===== src/rtl/interrupt_controller.sv =====
// Multi-channel interrupt front end for the 9x8 core: synchronises N_CH lines,
// latches pending events, masks them and hands one channel at a time to the core.
module interrupt_controller #(
    parameter int                N_CH        = 4,
    parameter int                SYNC_STAGES = 2,
    parameter logic [N_CH-1:0]   EDGE_MODE   = {N_CH{1'b1}},
    parameter logic [N_CH-1:0]   MASK_INIT   = {N_CH{1'b1}},
    localparam int               VW          = (N_CH > 1) ? $clog2(N_CH) : 1
) (
    input  logic            s_clk,
    input  logic            s_rst,
    input  logic [N_CH-1:0] i_irq,
    input  logic            i_mask_wr,
    input  logic [N_CH-1:0] i_mask_data,
    input  logic            i_pend_clr,
    input  logic [N_CH-1:0] i_pend_clr_data,
    output logic            o_int,
    input  logic            i_int_ack,
    input  logic            i_int_done,
    output logic [VW-1:0]   o_vector,
    output logic [N_CH-1:0] o_pending,
    output logic [N_CH-1:0] o_mask
);

    typedef enum logic [1:0] {
        ST_IDLE,
        ST_REQ,
        ST_BUSY
    } state_t;

    state_t state, state_n;

    logic [SYNC_STAGES-1:0][N_CH-1:0] sync_q;
    logic [N_CH-1:0] sy, prev, rise;
    logic [N_CH-1:0] pending, pending_n, mask, eligible;
    logic [N_CH-1:0] ack_clr, sw_clr;
    logic [VW-1:0]   prio_idx, vector_n;
    logic            int_n;

    assign sy       = sync_q[SYNC_STAGES-1];
    assign rise     = sy & ~prev;
    assign eligible = pending & mask;
    assign sw_clr   = i_pend_clr ? i_pend_clr_data : '0;

    // NOTE: every flop is on the async reset, including the synchroniser chain,
    // so a reset mid-request leaves no stale edge that could re-fire afterwards.
    always_ff @(posedge s_clk or negedge s_rst) begin
        if (!s_rst) begin
            sync_q <= '0;
            prev   <= '0;
        end else begin
            // NOTE: non-blocking assignments make each stage take the old value of
            // the one before it; blocking here would collapse the chain to one flop.
            sync_q <= {sync_q[SYNC_STAGES-2:0], i_irq};
            prev   <= sy;
        end
    end

    // Lowest index wins: scan downwards so the last hit is the smallest channel.
    always_comb begin
        prio_idx = '0;
        for (int i = N_CH - 1; i >= 0; i--) begin
            if (eligible[i]) prio_idx = VW'(i);
        end
    end

    always_comb begin
        // NOTE: defaults first so no path through the case leaves a signal
        // unassigned, which would otherwise infer a latch.
        state_n  = state;
        vector_n = o_vector;
        ack_clr  = '0;
        case (state)
            ST_IDLE: begin
                if (|eligible) begin
                    state_n  = ST_REQ;
                    vector_n = prio_idx;
                end
            end
            ST_REQ: begin
                // An ack in the same cycle as a clear still counts: the core has
                // already committed to servicing this vector.
                if (i_int_ack) begin
                    state_n           = ST_BUSY;
                    ack_clr[o_vector] = 1'b1;
                end else if (!eligible[o_vector]) begin
                    state_n = ST_IDLE;
                end
            end
            ST_BUSY: begin
                if (i_int_done) state_n = ST_IDLE;
            end
            default: state_n = ST_IDLE;
        endcase
        int_n = (state_n == ST_REQ);
    end

    // Edge channels: a new rising edge beats any clear in the same cycle.
    // Level channels simply mirror the synchronised line.
    assign pending_n = (EDGE_MODE & ((pending & ~(ack_clr | sw_clr)) | rise))
                     | (~EDGE_MODE & sy);

    always_ff @(posedge s_clk or negedge s_rst) begin
        if (!s_rst) begin
            state    <= ST_IDLE;
            o_int    <= 1'b0;
            o_vector <= '0;
            pending  <= '0;
            mask     <= MASK_INIT;
        end else begin
            state    <= state_n;
            o_int    <= int_n;
            o_vector <= vector_n;
            pending  <= pending_n;
            if (i_mask_wr) mask <= i_mask_data;
        end
    end

    assign o_pending = pending;
    assign o_mask    = mask;

endmodule

===== config.mk =====
export PLATFORM = sky130hd
export DESIGN_NAME = interrupt_controller
export DESIGN_NICKNAME = d
export VERILOG_FILES = /design/src/rtl/interrupt_controller.sv
export SDC_FILE = /design/constraint.sdc
export NUM_CORES = 1
export LEC_CHECK = 0
export CAP_MARGIN = 20
export CELL_PAD_IN_SITES_DETAIL_PLACEMENT = 1
export CELL_PAD_IN_SITES_GLOBAL_PLACEMENT = 2
export CORE_ASPECT_RATIO = 1.25
export CORE_UTILIZATION = 30
export DETAILED_ROUTE_END_ITERATION = 8
export PLACE_DENSITY_LB_ADDON = 0.1
export SKIP_CTS_REPAIR_TIMING = 1
export SLEW_MARGIN = 10
export SYNTH_ARGS = -nofsm -noshare
export SYNTH_HDL_FRONTEND = slang
export SYNTH_SLANG_ARGS = --single-unit
export TNS_END_PERCENT = 30

===== constraint.sdc =====
create_clock -name s_clk -period 3.25 [get_ports s_clk]
set_input_delay 0.65 -clock s_clk [delete_from_list [all_inputs] [get_ports s_clk]]
set_output_delay 0.65 -clock s_clk [all_outputs]
set_load 0.03 [all_outputs]

=== Word-level counts from Yosys, hierarchy flattened ===
Index checks and enable logic that the tools add are counted.

* Order comparisons: 2
* Equal/unequal tests: 3
* Multiplexer cells: 16
* Bitwise operators: 7
* Reduce and logical (&&, ||, !) cells: 4

{| class="wikitable"
|+ Operators by type and width
! operator !! number
|-
| 2-bit two-way mux || 8
|-
| 4-bit AND || 3
|-
| 4-bit two-way mux || 3
|-
| 4-bit inverter || 2
|-
| 4-bit bitwise OR || 2
|-
| 2-bit one-hot mux with 3 select lines || 1
|-
| 2-bit by 1-bit == test with 1-bit output, second input constant || 2
|-
| 4-bit OR reduction || 1
|-
| 2-bit by 3-bit < comparator with 1-bit output, second input constant || 1
|-
| 1-bit binary-select mux with 2-bit select || 1
|-
| 1-bit demux with 2-bit select || 1
|-
| 2-bit == test, second input constant || 1
|-
| 2-bit by 1-bit greater-or-equal comparator with 1-bit output, second input constant || 1
|-
| 2-bit zero test || 1
|-
| 1-bit two-way mux || 2
|-
| 2-bit AND reduction || 1
|-
| 1-bit logical AND || 1
|}

* Bits in registers: 25
* Word-level logic and storage cells: 40

=== Depth between registers and ports, before layout ===
* Word-level depth: 10
* Mapped depth: 4
* Gate-level depth less buffers: 4

=== Worst setup path after synthesis ===
Ideal clock, no wire load.

* Kind: flip-flop to flip-flop
* From: reg mask[1] (netlist: o_mask[1])
* To: reg o_int
* Setup time: 0.076 ns
* Data arrival time: 1.294 ns
* Data required time: 3.174 ns
* Path slack: 1.879 ns
* Stages on the path, launching flop included: 4
* Buffers on the path: 0
* Cell sequence: dfstp_2 -> nand2_1 -> mux4_2 -> o21ai_1

* Longest elaborated chain between the ends: 7

{| class="wikitable"
|+ RTL lines
! element !! line !! RTL
|-
| start: declaration || 35 || <nowiki>logic [N_CH-1:0] pending, pending_n, mask, eligible;</nowiki>
|-
| start signal: assignment || 115 || <nowiki>if (i_mask_wr) mask <= i_mask_data;</nowiki>
|-
| 4-bit AND (*) || 42 || <nowiki>assign eligible = pending & mask;</nowiki>
|-
| 1-bit binary-select mux with 2-bit select || 86 || <nowiki>end else if (!eligible[o_vector]) begin</nowiki>
|-
| 1-bit two-way mux (implied by the code) || 86 ||
|-
| 2-bit two-way mux || 86 ||
|-
| 2-bit two-way mux || 83 || <nowiki>if (i_int_ack) begin</nowiki>
|-
| 2-bit one-hot mux with 3 select lines (*) || 73 || <nowiki>case (state)</nowiki>
|-
| 2-bit by 1-bit == test with 1-bit output (*) || 95 || <nowiki>int_n = (state_n == ST_REQ);</nowiki>
|-
| named net int_n || 38 || <nowiki>logic int_n;</nowiki>
|-
| end signal: assignment || 112 || <nowiki>o_int <= int_n;</nowiki>
|-
| end: declaration || 17 || <nowiki>output logic o_int,</nowiki>
|}

The timed path passes the listed nets; every way through them passes the cells marked *. The select of a mux whose other input is x is not followed.
A chain may end at the register's enable or synchronous reset.

=== Worst setup path after layout ===
* From: reg mask[1] (netlist: o_mask[1])
* To: out o_mask[1]

{| class="wikitable"
|+ RTL lines
! element !! line !! RTL
|-
| end: declaration || 22 || <nowiki>output logic [N_CH-1:0] o_mask</nowiki>
|}

No word-level cell between the ends.

==> results.rst <==
.. list-table::
   :header-rows: 1

   * - Metric
     - Value
   * - Result of the run
     - finished, final reports clean
   * - Worst slew margin
     - 31.6%
   * - Sum of routed wire length over all layers
     - 1870 µm
   * - Aggregate negative setup slack
     - 0 ps
   * - Peak supply drop
     - 0.369 mV
   * - Power density relative to cell area
     - 662 mW/mm²
   * - Cell Chain, Critical Path
     - clkdlybuf4s50_1
   * - Reg clk slew, reported paths
     - 140 ps
   * - Switching power share of the total
     - 35.0%
   * - Core footprint
     - 0.00276 mm²
   * - Setup repair after global routing missed its margin
     - false
   * - Multi-input logic area
     - 243 µm²
   * - EDFF count, synth
     - 0
   * - Final #Nets
     - 120
   * - Maximum cell stage delay along the critical path
     - 670 ps
   * - Most frequent cells in the layout
     - clkdlybuf4s50_1, dfrtp_1, nand2_1, o21ai_1, inv_1
   * - Shortest period the worst path allows
     - 2210 ps
   * - Flip-flop and latch count after synthesis
     - 25
   * - Post-Syn Area
     - 892 µm²
   * - Number of sinks handled by clock tree synthesis
     - 25
   * - Maximum capacitance violations
     - 0
   * - Post-layout power
     - 827 µW
   * - Most common cell after layout, fill and taps aside
     - clkdlybuf4s50_1
   * - Global-route usage over all layers
     - 13.5%
   * - Number of iterations in the first detailed-routing pass
     - 2
   * - Clock latency reported for the late side of the worst-skew pair
     - 310 ps
   * - CTS tree
     - yes
   * - Detailed Route Iter0 Violations
     - 5
   * - Synth Warn #
     - 0
   * - Leading register cell type out of synthesis
     - dfrtp_1
   * - Effective utilization at floorplan
     - 32.3%
   * - Crit-path max FO
     - 3
   * - Std-Cell Rows
     - 21
   * - Sw Pwr
     - 289 µW
   * - CTS Buf Count
     - 3
   * - Top delay family on crit path
     - buffers and inverters
   * - Number of vias after detailed routing
     - 639
   * - Final Hold Viols
     - 0
   * - Fmax achieved
     - 0.453 GHz
   * - Arrival time of data at the critical path endpoint
     - 1560 ps
   * - Mean post-synth cell area
     - 13.1 µm²
   * - CP Data Required Time
     - 2600 ps
   * - Max Transition Viols Final
     - 0
   * - Clock share of power
     - 16.5%
   * - Number of global-route vias before repair
     - 650
   * - Global-route wire length before repair
     - 3130 µm
   * - Relative contribution of combinational cells to total power
     - 33.0%
   * - Remaining routing DRC violations
     - 0
   * - Part of the cycle the worst path needs
     - 68.0%
   * - Distinct cell type count after synthesis
     - 17
   * - Async SR Flop Fraction
     - 100%
   * - Die footprint
     - 0.00320 mm²
   * - GRT Residual Overflow
     - 0
   * - I/O pin total
     - 29
   * - Crit path setup slack, layout
     - 1040 ps
   * - Part of the power in registers
     - 50.5%
   * - Sequential cell area in the final layout
     - 631 µm²
   * - Deepest clock path buffer count
     - 2
   * - CTS HTree Levels
     - 1
   * - Vias per cell
     - 4.73
   * - Number of cells after detailed placement
     - 131
   * - Kind of launch point of the worst setup path
     - register
   * - Number of buffer and inverter instances along the worst setup path
     - 1
   * - Count of antenna-violating nets left after detailed routing
     - 0
   * - Hold WC Path Type
     - register to register
   * - Horizontal extent of the die
     - 50.8 µm
   * - Fillcell total
     - 306
   * - Final clock skew
     - 6.57 ps
   * - Initial antenna violation count
     - 0
   * - Ratio of cells with drive above 1 in the final layout
     - 10.9%
   * - Transition at the pin with the smallest max-transition slack
     - 1020 ps
   * - Pre-CTS setup slack
     - 1260 ps
   * - Fraction of the yosys area taken by sequential cells
     - 70.7%
   * - CP endpoint kind
     - output port
   * - Number of setup violations in the final report
     - 0
   * - Internal cell power
     - 538 µW
   * - Largest net degree at the start of global routing
     - 24
   * - Final RePlAce weighted congestion
     - 0.763
   * - Buffers added on ports
     - 28
   * - Area growth from synthesis to layout
     - 40.1%
   * - Post-synth net total
     - 86
   * - Clock Root Buffer
     - clkbuf_4
   * - Worst Setup Path Type
     - register to output port
   * - DR WL/cell
     - 13.9 µm
   * - Critical Path Slowest Stage Cell
     - clkdlybuf4s50_1
   * - Finished Layout Cells
     - 135
   * - Number of diodes added for antenna fixing
     - 0
   * - Lkg Pwr
     - 0.000532 µW
   * - Die height
     - 63.0 µm
   * - Count of mapped cells out of synthesis
     - 68
[synth_stat cells (2+ instances only)]
cell type / count / area share [%]
dfrtp_1: 21 / 59
nand2_1: 11 / 4.6
o21ai_1: 7 / 3.9
inv_1: 5 / 2.1
dfstp_2: 4 / 12
mux2_1: 4 / 5.0
a21oi_1: 2 / 1.1
nand2b_1: 2 / 1.4
nand3_1: 2 / 1.1
o211ai_1: 2 / 1.7
o311ai_1: 2 / 2.0
[kinds of logic (layout without fill, tap and decap cells)]
logic type / count (synthesis) / after routing / synth area share (%)
buf+inv: 5 / 38 / 2.10
flops: 25 / 25 / 70.7
simple gates: 17 / 17 / 8.27
mux: 6 / 6 / 8.84
compound gates: 15 / 15 / 10.1
[per-layer routing]
metal  vias to the layer above  track usage (%)  part of all wire (%)
li1                        300                -                     -
met4                         0             7.29                   1.1
met3                         2             3.16                   4.4
met5                         -                0                     0
met1                       321             16.5                    43
met2                        16             21.5                    51
[worst paths after layout]
check                           startpoint           end  slack, ps  depth (start not counted)
worst min register to register   sync_q[3]         sy[3]        360                          0
worst max-delay path             o_mask[1]     o_mask[1]       1040                          1
max in group asynchronous            s_rst     o_mask[3]       1650                          2
worst min-delay path             sync_q[3]         sy[3]        360                          0
min in group asynchronous            s_rst  o_pending[1]        880                          1
worst max register to register   o_mask[1]      state[0]       1910                          3
[power groups by stage]
stage               clock, µW  combinational, µW  sequential, µW
detailed placement          0                277             428
floorplan                   0               94.0             477
CTS                       143                278             423
global route              159                294             429
global placement            0                273             425
finish                    136                273             418
[layout make-up]
cell class / count / share of cell area (%)
flip-flops and latches: 25 / 50.5
repair buffers: 29 / 23.0
multi-input cells: 38 / 19.4
well taps: 34 / 3.40
clock buffers: 3 / 1.80
inverters: 5 / 1.50
clock inverters: 1 / 0.400
[metrics by stage]
stage                     hold WS (ps)  area [µm²]  utilization, %
after floorplan                    331         892               -
after CTS                          368        1250            45.3
final                              365        1250            45.3
after global placement             332        1220            44.3
after global routing               374        1250            45.3
after detailed placement           336        1220            44.3
[registers in the layout, indices dropped and copies added, names as in the netlist]
signal     flops
o_int          1
o_mask         4
o_pending      4
o_vector       2
prev           4
state          2
sy             4
sync_q         4
(Power assumes the default switching activity.)
